File: config.mk
export PLATFORM = sky130hd
export DESIGN_NAME = irq_pending_ctrl
export DESIGN_NICKNAME = d
export VERILOG_FILES = /design/src/rtl/irq_pending_ctrl_pkg.sv /design/src/rtl/irq_edge_latch.sv /design/src/rtl/irq_pending_ctrl.sv
export SDC_FILE = /design/constraint.sdc
export NUM_CORES = 1
export LEC_CHECK = 0
export CORE_MARGIN = 8
export CORE_UTILIZATION = 25
export DETAILED_ROUTE_END_ITERATION = 8
export PLACE_DENSITY = 0.53
export RECOVER_POWER = 100
export SETUP_SLACK_MARGIN = 0.05
export SYNTH_ARGS = -nofsm -noshare
export SYNTH_HDL_FRONTEND = slang
export SYNTH_HIERARCHICAL = 1
export SYNTH_SLANG_ARGS = --single-unit
export TNS_END_PERCENT = 100
File: constraint.sdc
create_clock -name clk -period 2.5 [get_ports clk]
set_clock_uncertainty 0.15 [all_clocks]
set_input_delay 0.75 -clock clk [delete_from_list [all_inputs] [get_ports clk]]
set_output_delay 0.75 -clock clk [all_outputs]
set_load 0.01 [all_outputs]
File: src/rtl/irq_pending_ctrl_pkg.sv
// rtl/irq_pending_ctrl_pkg.sv - shared encodings, sizes and priority select for the irq front end
package irq_pending_ctrl_pkg;

  localparam int IRQ_N   = 4;
  localparam int IRQ_IDW = 2;

  typedef enum logic [1:0] {
    ST_IDLE    = 2'd0,
    ST_OFFER   = 2'd1,
    ST_SERVICE = 2'd2
  } irq_state_e;

  // Bit 3 wins, matching the downstream 4-to-2 encoder.
  function automatic logic [IRQ_IDW-1:0] highest_idx(input logic [IRQ_N-1:0] v);
    logic [IRQ_IDW-1:0] idx;
    idx = '0;
    for (int i = 0; i < IRQ_N; i++) begin
      if (v[i]) idx = IRQ_IDW'(i);
    end
    return idx;
  endfunction

endpackage

File: src/rtl/irq_edge_latch.sv
// rtl/irq_edge_latch.sv - rising-edge detect and pending register with set-over-clear by index
module irq_edge_latch
  import irq_pending_ctrl_pkg::*;
#(
  parameter int N   = IRQ_N,
  parameter int IDW = IRQ_IDW
) (
  input  logic           clk,
  input  logic           rst,
  input  logic [N-1:0]   irq_in,
  input  logic           clr_en,
  input  logic [IDW-1:0] clr_idx,
  output logic [N-1:0]   pending
);

  logic [N-1:0] irq_prev_q, irq_prev_d;
  logic [N-1:0] pending_q, pending_d;
  logic [N-1:0] edge_det;
  logic [N-1:0] clr_vec;

  always_comb begin
    irq_prev_d = irq_in;
    edge_det   = irq_in & ~irq_prev_q;
    clr_vec    = '0;
    if (clr_en) clr_vec[clr_idx] = 1'b1;
    // A fresh edge on the bit being acknowledged must survive the clear.
    pending_d  = (pending_q & ~clr_vec) | edge_det;
  end

  always_ff @(posedge clk or posedge rst) begin
    if (rst) begin
      irq_prev_q <= '0;
      pending_q  <= '0;
    end else begin
      irq_prev_q <= irq_prev_d;
      pending_q  <= pending_d;
    end
  end

  assign pending = pending_q;

endmodule

File: src/rtl/irq_pending_ctrl.sv
// rtl/irq_pending_ctrl.sv - pending/mask front end offering the top request over valid/ack, blocking until done
module irq_pending_ctrl
  import irq_pending_ctrl_pkg::*;
#(
  parameter int N   = IRQ_N,
  parameter int IDW = IRQ_IDW
) (
  input  logic           clk,
  input  logic           rst,
  input  logic [N-1:0]   irq_in,
  input  logic [N-1:0]   irq_mask,
  output logic [N-1:0]   pend_out,
  output logic           irq_valid,
  output logic [IDW-1:0] irq_id,
  input  logic           irq_ack,
  input  logic           irq_done,
  output logic           busy
);

  irq_state_e     state_q, state_d;
  logic [IDW-1:0] irq_id_q, irq_id_d;
  logic [N-1:0]   mask_q, mask_d;
  logic [N-1:0]   pending;
  logic           clr_en;
  logic [IDW-1:0] clr_idx;

  irq_edge_latch #(.N(N), .IDW(IDW)) u_edge_latch (
    .clk     (clk),
    .rst     (rst),
    .irq_in  (irq_in),
    .clr_en  (clr_en),
    .clr_idx (clr_idx),
    .pending (pending)
  );

  // The mask is registered so pend_out is a pure function of flops.
  assign pend_out = pending & ~mask_q;

  always_comb begin
    state_d  = state_q;
    irq_id_d = irq_id_q;
    mask_d   = irq_mask;
    clr_en   = 1'b0;
    clr_idx  = irq_id_q;
    case (state_q)
      ST_IDLE: begin
        if (|pend_out) begin
          state_d  = ST_OFFER;
          irq_id_d = highest_idx(pend_out);
        end
      end
      ST_OFFER: begin
        if (irq_ack) begin
          clr_en  = 1'b1;
          state_d = ST_SERVICE;
        end
      end
      ST_SERVICE: begin
        if (irq_done) state_d = ST_IDLE;
      end
      default: state_d = ST_IDLE;
    endcase
  end

  always_ff @(posedge clk or posedge rst) begin
    if (rst) begin
      state_q  <= ST_IDLE;
      irq_id_q <= '0;
      mask_q   <= '0;
    end else begin
      state_q  <= state_d;
      irq_id_q <= irq_id_d;
      mask_q   <= mask_d;
    end
  end

  assign irq_valid = (state_q == ST_OFFER);
  assign busy      = (state_q == ST_SERVICE);
  assign irq_id    = irq_id_q;

endmodule

Word-level counts from Yosys, hierarchy flattened
Cells that the tools add are included.

operators by class
  order comparisons = 2
  equal/unequal tests = 5
  mux-type cells = 12
  bitwise gates (word level) = 7
  reduce and logical (&&, ||, !) cells = 5

operator list
  cell                                                               count
  AND 4 bit                                                          3
  inverter 4 bit                                                     3
  two-way mux 2 bit                                                  5
  case mux 2 bit (3 select lines)                                    1
  two-way mux 1 bit                                                  4
  two-way mux 4 bit                                                  1
  inequality test 2 bit, second input constant                       2
  OR 4 bit                                                           1
  OR reduction 4 bit                                                 1
  < comparator 2 x 3 -> 1 bit, second input constant                 1
  AND reduction 3 bit                                                1
  demux 1 bit (select 2 bit)                                         1
  equality test 2 x 1 -> 1 bit, second input constant                1
  equality test 2 bit, second input constant                         1
  greater-or-equal comparator 2 x 1 -> 1 bit, second input constant  1
  logical NOT 2 bit                                                  1
  inequality test 2 x 1 -> 1 bit, second input constant              1
  AND reduction 2 bit                                                1
  logical AND 1 bit                                                  1

storage, ports and cells
  bits in registers = 16
  input bits = 12
  output and inout bits = 8
  logic and storage cells = 36

Depth between registers and ports, before layout
Gate-level depths: netlist of the first run.

  word-level depth = 8
  mapped depth = 4
  depth with buffers taken out = 4

By module
Netlist of the first run, hierarchy kept.

modules (own cells, without submodules)
  module            instances  cells an instance  area each (µm²)  seq. area each (µm²)
  irq_pending_ctrl  1          29                 330.3            200.2
  irq_edge_latch    1          22                 282.8            200.2

Least setup slack after synthesis of the first run
Ideal clock, no wire load.

  path kind = flip-flop to output port
  start point = register state_q[0]
  end point = output busy
  data arrival time = 616 ps
  required time = 1,600 ps
  setup slack = 984 ps
  stages on the path, launching flop included = 2
  path buffers = 0
  path through = dfrtp_1 -> nor2b_1

on the way
  cells in the longest elaborated chain, start to end = 1

ends and longest elaborated chain
  element                   RTL line                RTL
  start: declaration        irq_pending_ctrl.sv:20  irq_state_e state_q, state_d;
  start signal: assignment  irq_pending_ctrl.sv:71  state_q <= state_d;
  equality test 2 bit       irq_pending_ctrl.sv:78  assign busy = (state_q == ST_SERVICE);
  end: declaration          irq_pending_ctrl.sv:17  output logic busy

No other way between the ends.

Worst setup path in the final report of the first run
  start point = register u_edge_latch.pending_q[3] (netlist: u_edge_latch/pending[3])
  end point = output pend_out[3]

on the way
  cells in the longest elaborated chain, start to end = 1

ends and longest elaborated chain
  element                   RTL line                RTL
  start: declaration        irq_edge_latch.sv:17    logic [N-1:0] pending_q, pending_d;
  start signal: assignment  irq_edge_latch.sv:36    pending_q <= pending_d;
  AND 4 bit                 irq_pending_ctrl.sv:37  assign pend_out = pending & ~mask_q;
  end: declaration          irq_pending_ctrl.sv:12  output logic [N-1:0] pend_out,

No other way between the ends.

==> results of run 1 <==
[repair_timing]
item / CTS / global route
buffers inserted: 0 / 0
setup endpoints to repair: 0 / 3
gates resized for setup: 0 / 3
[layout by cell type (no fill, tap or decap)]
cell type         n
dfrtp_1          16
dlygate4sd3_1    15
inv_1             9
a22o_1            4
clkdlybuf4s50_1   4
nor2b_2           3
o21ai_0           3
clkbuf_4          3
a21o_1            2
nor2b_1           2
nand3b_1          2
nand2b_2          1
or4_1             1
a21oi_1           1
o21a_1            1
nor2_1            1
and2_0            1
a21bo_2           1
nand3_1           1
nor3b_1           1
o22ai_1           1
[registers in the layout, indices dropped and copies added (netlist names)]
signal	cells
mask_q	4
u_edge_latch/irq_prev_q	4
u_edge_latch/pending	4
irq_id	2
state_q	2
[final timing paths]
path                            slack (ns)  depth (start not counted)                      end
worst max register to register        0.96                          4               state_q[0]
max in group asynchronous             1.23                          2                mask_q[1]
worst min-delay path                  0.30                          1  u_edge_latch/pending[0]
worst min register to register        0.30                          1  u_edge_latch/pending[0]
min in group asynchronous             0.73                          2  u_edge_latch/pending[0]
worst max-delay path                  0.14                          2              pend_out[3]
[logic make-up (layout without fill, tap and decap cells)]
kind of cell	Yosys count	in the layout	share of synthesized area [%]
AO/OA/AOI/OAI	13	13	15.30
buffers and inverters	9	31	5.510
flip-flops	16	16	65.31
AND/OR/NAND/NOR	13	13	13.88
[routing by layer]
layer	wire [um]	global-route usage (%)	part of all wire, %	up-vias
met1	561	8.208	44	197
li1	-	-	-	216
met2	570	9.471	45	11
met5	0	0	0	-
met3	130	3.571	10	0
met4	0	3.270	0	0
[report_power, final]
part           internal [mW]  total [mW]  switching (mW)
Combinational          0.178       0.303           0.125
Clock                 0.0557       0.127          0.0716
Sequential             0.326       0.386          0.0602
Total                  0.560       0.817           0.257
[worst max-delay path, cell delays in order, from the launching register on]
cell and delay, ns:
dfrtp_1 0.35, nor2b_2 0.20, dlygate4sd3_1 0.64
[layout make-up]
| class | count | area, um^2 | area share [%] |
|---|---|---|---|
| flip-flops and latches | 16 | 400.4 | 45.98 |
| well taps | 30 | 37.54 | 4.310 |
| inverters | 9 | 33.78 | 3.879 |
| clock buffers | 3 | 22.52 | 2.586 |
| repair buffers | 19 | 190.2 | 21.84 |
| multi-input cells | 26 | 186.4 | 21.41 |
==> summary.md, run 1 <==
| Metric | Value |
|---|---|
| Outcome | `complete, no violations` |
| GP Congestion | `0.6847` |
| Dpl hpwl | `1020 um` |
| Netlist Area Pre-Place | `613.1 um^2` |
| Worst-path fanout max | `4` |
| Final Max Tran Viols | `0` |
| Reg2reg start | `u_edge_latch/pending[2]` |
| Vias per cell | `4.117` |
| Ant diodes | `0` |
| Final period util | `94.34%` |
| Maxcap violations | `0` |
| Die area | `4293 um^2` |
| Sequential area share after synthesis | `65.31%` |
| Synth area leader | `dfrtp_1` |
| Post-route cell area | `870.8 um^2` |
| Top area cells in the synthesized netlist | `dfrtp_1 (65%), a22o_1 (5.7%), nor2b_1 (5.1%)` |
| Tightest Pin Transition | `0.3074 ns` |
| Final Hold Fails | `0` |
| Clock buffer depth | `2` |
| Syn Area/Cell | `12.02 um^2` |
| Rows | `18` |
| Final Setup Violations | `0` |
| Startpoint Class | `flop` |
| Critical path type | `reg -> out` |
| Hold-fix buffers at CTS | `0` |
| Synthesized Nets | `63` |
| Critical Path RT | `1.60 ns` |
| CP Capture Type | `primary output` |
| Iter 0 DRT Violations | `3` |
| EDFF count, synth | `0` |
| Area delta synth->final | `42.04%` |
| Final setup TNS | `0 ns` |
| Clk sink count | `16` |
| # fillers | `236` |
| Drc violations | `0` |
| DR WL/cell | `12.24 um` |
| Starting Density | `25.44%` |
| Nets | `87` |
| Ys async rst share | `100.0%` |
| Synth unique cells | `18` |
| Synth cell count leaders | `dfrtp_1 (16), inv_1 (8), nor2b_1 (5), a22o_1 (4), o21ai_0 (3)` |
| Drt total wl | `1261 um` |
| Post-DP Area | `840.8 um^2` |
| Root Buffer | `clkbuf_4` |
| Worst-Skew Late Latency | `0.27 ns` |
| Overall global routing resource usage | `6.744%` |
| Die Span Y | `65.52 um` |
| Dpl cells | `100` |
| Fin Hold WS | `0.2965 ns` |
| Power Density | `937.7 nW/um^2` |
| Arr. time, crit path | `1.46 ns` |
| DRT Pass-1 Iters | `4` |
| Final Critical Period | `2.359 ns` |
| Worst-path clk slew | `0.09 ns` |
| Synthesized flop and latch total | `16` |
| Final Non-Filler Cells | `103` |
| Leakage | `0.4013 nW` |
| Chip Width | `65.52 um` |
| Via count | `424` |
| Pin count of the biggest net entering global routing | `9` |
| Initial antenna violation count | `0` |
| Min-delay src | `u_edge_latch/irq_prev_q[0]` |
| Vias in the first global route | `462` |
| Hold/Removal Path Class | `reg -> reg` |
| Final Util | `36.14%` |
| Peak Freq | `424.0 MHz` |
| Tot Pwr | `0.8166 mW` |
| Core area | `2410 um^2` |
| Total gr overflow | `0` |
| Ys flop type | `dfrtp_1` |
| Syn Inst Count | `51` |
| CTS tree | `done` |
| Max_slew headroom | `79.49%` |
| Critical Path Source | `u_edge_latch/pending[3]` |
| TritonCTS Buffers | `3` |
| Global-route wire length before repair | `2228 um` |
| # port buffers | `19` |
| # IOs | `20` |
| H-tree depth | `1` |
| Final worst slack | `0.1415 ns` |
| RSZ-0062 raised after global routing | `no` |
| Synth warnings | `6` |
| Routed Antenna Nets | `0` |
| Ratio of cells with drive above 1 in the final layout | `10.96%` |
| Most instantiated library cell after synthesis | `dfrtp_1` |
| Maximum VDD drop | `500.1 uV` |
| Share of the synthesized area in the top cell type | `65.31%` |
| Setup WS pre-CTS | `0.4139 ns` |
(Power assumes the default switching activity.)
==> run 2, diff against run 1 <==
--- a/config.mk
+++ b/config.mk
@@ -6,13 +6,12 @@
 export NUM_CORES = 1
 export LEC_CHECK = 0
 export CORE_MARGIN = 8
-export CORE_UTILIZATION = 25
+export CORE_UTILIZATION = 46
 export DETAILED_ROUTE_END_ITERATION = 8
-export PLACE_DENSITY = 0.53
+export PLACE_DENSITY = 0.84
 export RECOVER_POWER = 100
 export SETUP_SLACK_MARGIN = 0.05
 export SYNTH_ARGS = -nofsm -noshare
 export SYNTH_HDL_FRONTEND = slang
-export SYNTH_HIERARCHICAL = 1
 export SYNTH_SLANG_ARGS = --single-unit
 export TNS_END_PERCENT = 100
==> run 2 against run 1 <==
First-iteration DRC count rose to 6.3 times the previous value. Core utilization increased by 32 points. Fmax fell by 1.1%. Die area shrank 36%. Worst hold slack worse by 0.013 ns. Combinational power is essentially flat. Synthesized area rose by 0.20%. Critical path depth is the same. Non-clock buffer count is the same. Global-route usage is 4.4 points higher. Largest power group unchanged.
==> summary.md, run 2 <==
| Metric | Value |
|---|---|
| Tightest Pin Transition | `0.5632 ns (+0.2558 ns)` |
| Post-route cell area | `862.1 um^2 (-1.0%)` |
| # port buffers | `19 (unchanged)` |
| Power Density | `1000 nW/um^2 (+6.6%)` |
| Overall global routing resource usage | `11.12% (+4.4 points)` |
| Routed Antenna Nets | `0 (unchanged)` |
| CP Capture Type | `primary output` |
| Vias per cell | `5.337 (+30%)` |
| Critical Path RT | `1.60 ns (about the same)` |
| DRT Pass-1 Iters | `4 (unchanged)` |
| Synth unique cells | `18 (unchanged)` |
| Vias in the first global route | `508 (+10%)` |
| Post-CTS Setup Bufs | `0 (unchanged)` |
| Setup WS pre-CTS | `0.3632 ns (-0.05069 ns)` |
| Worst-path clk slew | `0.09 ns (about the same)` |
| Ratio of cells with drive above 1 in the final layout | `9.459% (-1.5 points)` |
| Final Critical Period | `2.384 ns (+0.02507 ns)` |
| Area delta synth->final | `40.33%` |
| Critical path type | `reg -> out` |
| Dpl hpwl | `1064 um (+4.3%)` |
| Clk sink count | `16 (unchanged)` |
| Startpoint Class | `flop` |
| Synth cell count leaders | `dfrtp_1 (16), inv_1 (7), o21ai_0 (7)` |
| WP buf/inv | `1 (unchanged)` |
| Slowest-stage cell, CP | `dlygate4sd3_1` |
| Hold/Removal Path Class | `reg -> reg` |
| Rows | `13 (-5)` |
| RSZ-0062 raised after global routing | `no` |
| TritonCTS Buffers | `3 (unchanged)` |
| Die Span Y | `52.55 um (-20%)` |
| Syn Inst Count | `51 (unchanged)` |
| Final Hold Fails | `0 (unchanged)` |
| Iter 0 DRT Violations | `19 (+16)` |
| Met3 wire length | `123 um (-5.4%)` |
| Synth warnings | `0 (-6)` |
| Maximum VDD drop | `503.0 uV (+0.59%)` |
| Area of the multi-input gates | `186.4 um^2 (unchanged)` |
| # fillers | `98 (-58%)` |
| Reg2reg start | `u_edge_latch.pending[0]` |
| Top area cells in the synthesized netlist | `dfrtp_1 (65%), o21ai_0 (5.7%), nor2b_4 (4.5%)` |
| Pin count of the biggest net entering global routing | `17 (+8)` |
| Via count | `475 (+12%)` |
| Ys async rst share | `100.0% (unchanged)` |
| Min-delay src | `u_edge_latch.irq_prev_q[1]` |
| Worst-Skew Late Latency | `0.29 ns (+0.02 ns)` |
| Root Buffer | `clkbuf_4` |
| WL met2 | `669 um (+17%)` |
| Outcome | `complete, no violations` |
| Global-route wire length before repair | `2208 um (-0.90%)` |
| Arr. time, crit path | `1.48 ns (+0.02 ns)` |
| Netlist Area Pre-Place | `614.3 um^2 (+0.20%)` |
| Final period util | `95.34% (+1.0 points)` |
| Worst-path cell chain | `nor2b_2 > dlygate4sd3_1` |
| Final worst slack | `0.1164 ns (-0.02507 ns)` |
| Drc violations | `0 (unchanged)` |
| EDFF count, synth | `0 (unchanged)` |
| Max_slew headroom | `62.41% (-17 points)` |
| Worst-path fanout max | `4 (unchanged)` |
| Leakage | `0.4012 nW (about the same)` |
| Synth area leader | `dfrtp_1` |
| Commonest non-fill, non-tap cells in the layout | `dlygate4sd3_1 (16), dfrtp_1 (16), inv_1 (8), o21ai_0 (8)` |
| Share of the synthesized area in the top cell type | `65.17% (-0.13 points)` |
| Chip Width | `52.55 um (-20%)` |
| Drt total wl | `1304 um (+3.4%)` |
| DR WL/cell | `14.65 um (+20%)` |
| Synthesized Nets | `63 (unchanged)` |
| Synthesized flop and latch total | `16 (unchanged)` |
| Tot Pwr | `0.8621 mW (+5.6%)` |
| CTS tree | `done` |
| Clock buffer depth | `2 (unchanged)` |
| Ant diodes | `0 (unchanged)` |
| Final Setup Violations | `0 (unchanged)` |
| Syn Area/Cell | `12.05 um^2 (+0.20%)` |
| Register area | `400.4 um^2 (unchanged)` |
| Most instantiated library cell after synthesis | `dfrtp_1` |
| Core area | `1269 um^2 (-47%)` |
| Total gr overflow | `0 (unchanged)` |
| Post-DP Area | `823.3 um^2 (-2.1%)` |
| M1 WL | `482 um (-14%)` |
| Final Max Tran Viols | `0 (unchanged)` |
| Critical Path Source | `mask_q[3]` |
| Critical path's largest stage delay | `0.63 ns (about the same)` |
| Final setup TNS | `0 ns (unchanged)` |
| Ys flop type | `dfrtp_1` |
| Die area | `2761 um^2 (-36%)` |
| Top Metal Used | `met4` |
| Peak Freq | `419.5 MHz (-1.1%)` |
| GP Congestion | `0.7583 (+11%)` |
| H-tree depth | `1 (unchanged)` |
| Maxcap violations | `0 (unchanged)` |
| Sequential area share after synthesis | `65.17% (-0.13 points)` |
| Nets | `87 (unchanged)` |
| # IOs | `20 (unchanged)` |
| Initial antenna violation count | `0 (unchanged)` |
| CP top delay family | `buffers and inverters` |
| Starting Density | `48.42% (+23 points)` |
[run 2: metrics by stage]
step	hold WS [ns]	instances	utilization (%)
after global routing	0.3134	89	67.95
after detailed placement	0.2785	85	64.89
after floorplan	0.2419	51	-
final	0.2835	89	67.95
after CTS	0.2906	89	67.75
after global placement	0.2484	85	64.89
[run 2: layout make-up]
class	count	share of cell area [%]
Clock buffer	4	4.209
Tap cell	15	2.177
Timing Repair Buffer	19	22.06
Multi-Input combinational cell	27	21.63
Sequential cell	16	46.44
Inverter	8	3.483
[run 2: path summary, 6_finish.rpt]
| path | endpoint | slack, ns | cells past startpoint |
|---|---|---|---|
| min | u_edge_latch.pending[1] | 0.28 | 1 |
| max in group asynchronous | u_edge_latch.irq_prev_q[2] | 1.02 | 2 |
| min reg2reg | u_edge_latch.pending[1] | 0.28 | 1 |
| max | pend_out[3] | 0.12 | 2 |
| min in group asynchronous | state_q[0] | 0.80 | 2 |
| max reg2reg | state_q[0] | 1.03 | 3 |
[run 2: cell families after synthesis]
logic type | count (synthesis) | share of synthesized area (%)
simple gates | 11 | 14.05
flops | 16 | 65.17
compound gates | 16 | 15.89
buf+inv | 8 | 4.888
[run 2: timing repair]
action	in CTS	in global routing
hold endpoints to repair	0	0
gates resized for setup	0	2
endpoints found under the setup margin	0	2
hold buffers	0	0
[run 2: where the power goes]
group	switching (mW)	internal (mW)
clock network	0.0807	0.0888
logic	0.134	0.170
registers	0.0624	0.326
total	0.277	0.585
[run 2: metal layers]
metal | vias up | GRT usage [%]
met4 | 0 | 6.466
met3 | 4 | 4.261
li1 | 219 | -
met1 | 229 | 11.56
met2 | 23 | 18.58
met5 | - | 0
==> run 3, diff against run 2 <==
--- a/config.mk
+++ b/config.mk
@@ -5,6 +5,7 @@
 export SDC_FILE = /design/constraint.sdc
 export NUM_CORES = 1
 export LEC_CHECK = 0
+export ABC_CLOCK_PERIOD_IN_PS = 2500
 export CORE_MARGIN = 8
 export CORE_UTILIZATION = 46
 export DETAILED_ROUTE_END_ITERATION = 8
==> results of run 3 <==
No change in the layout: final DEF, timing and power equal those of run 2.
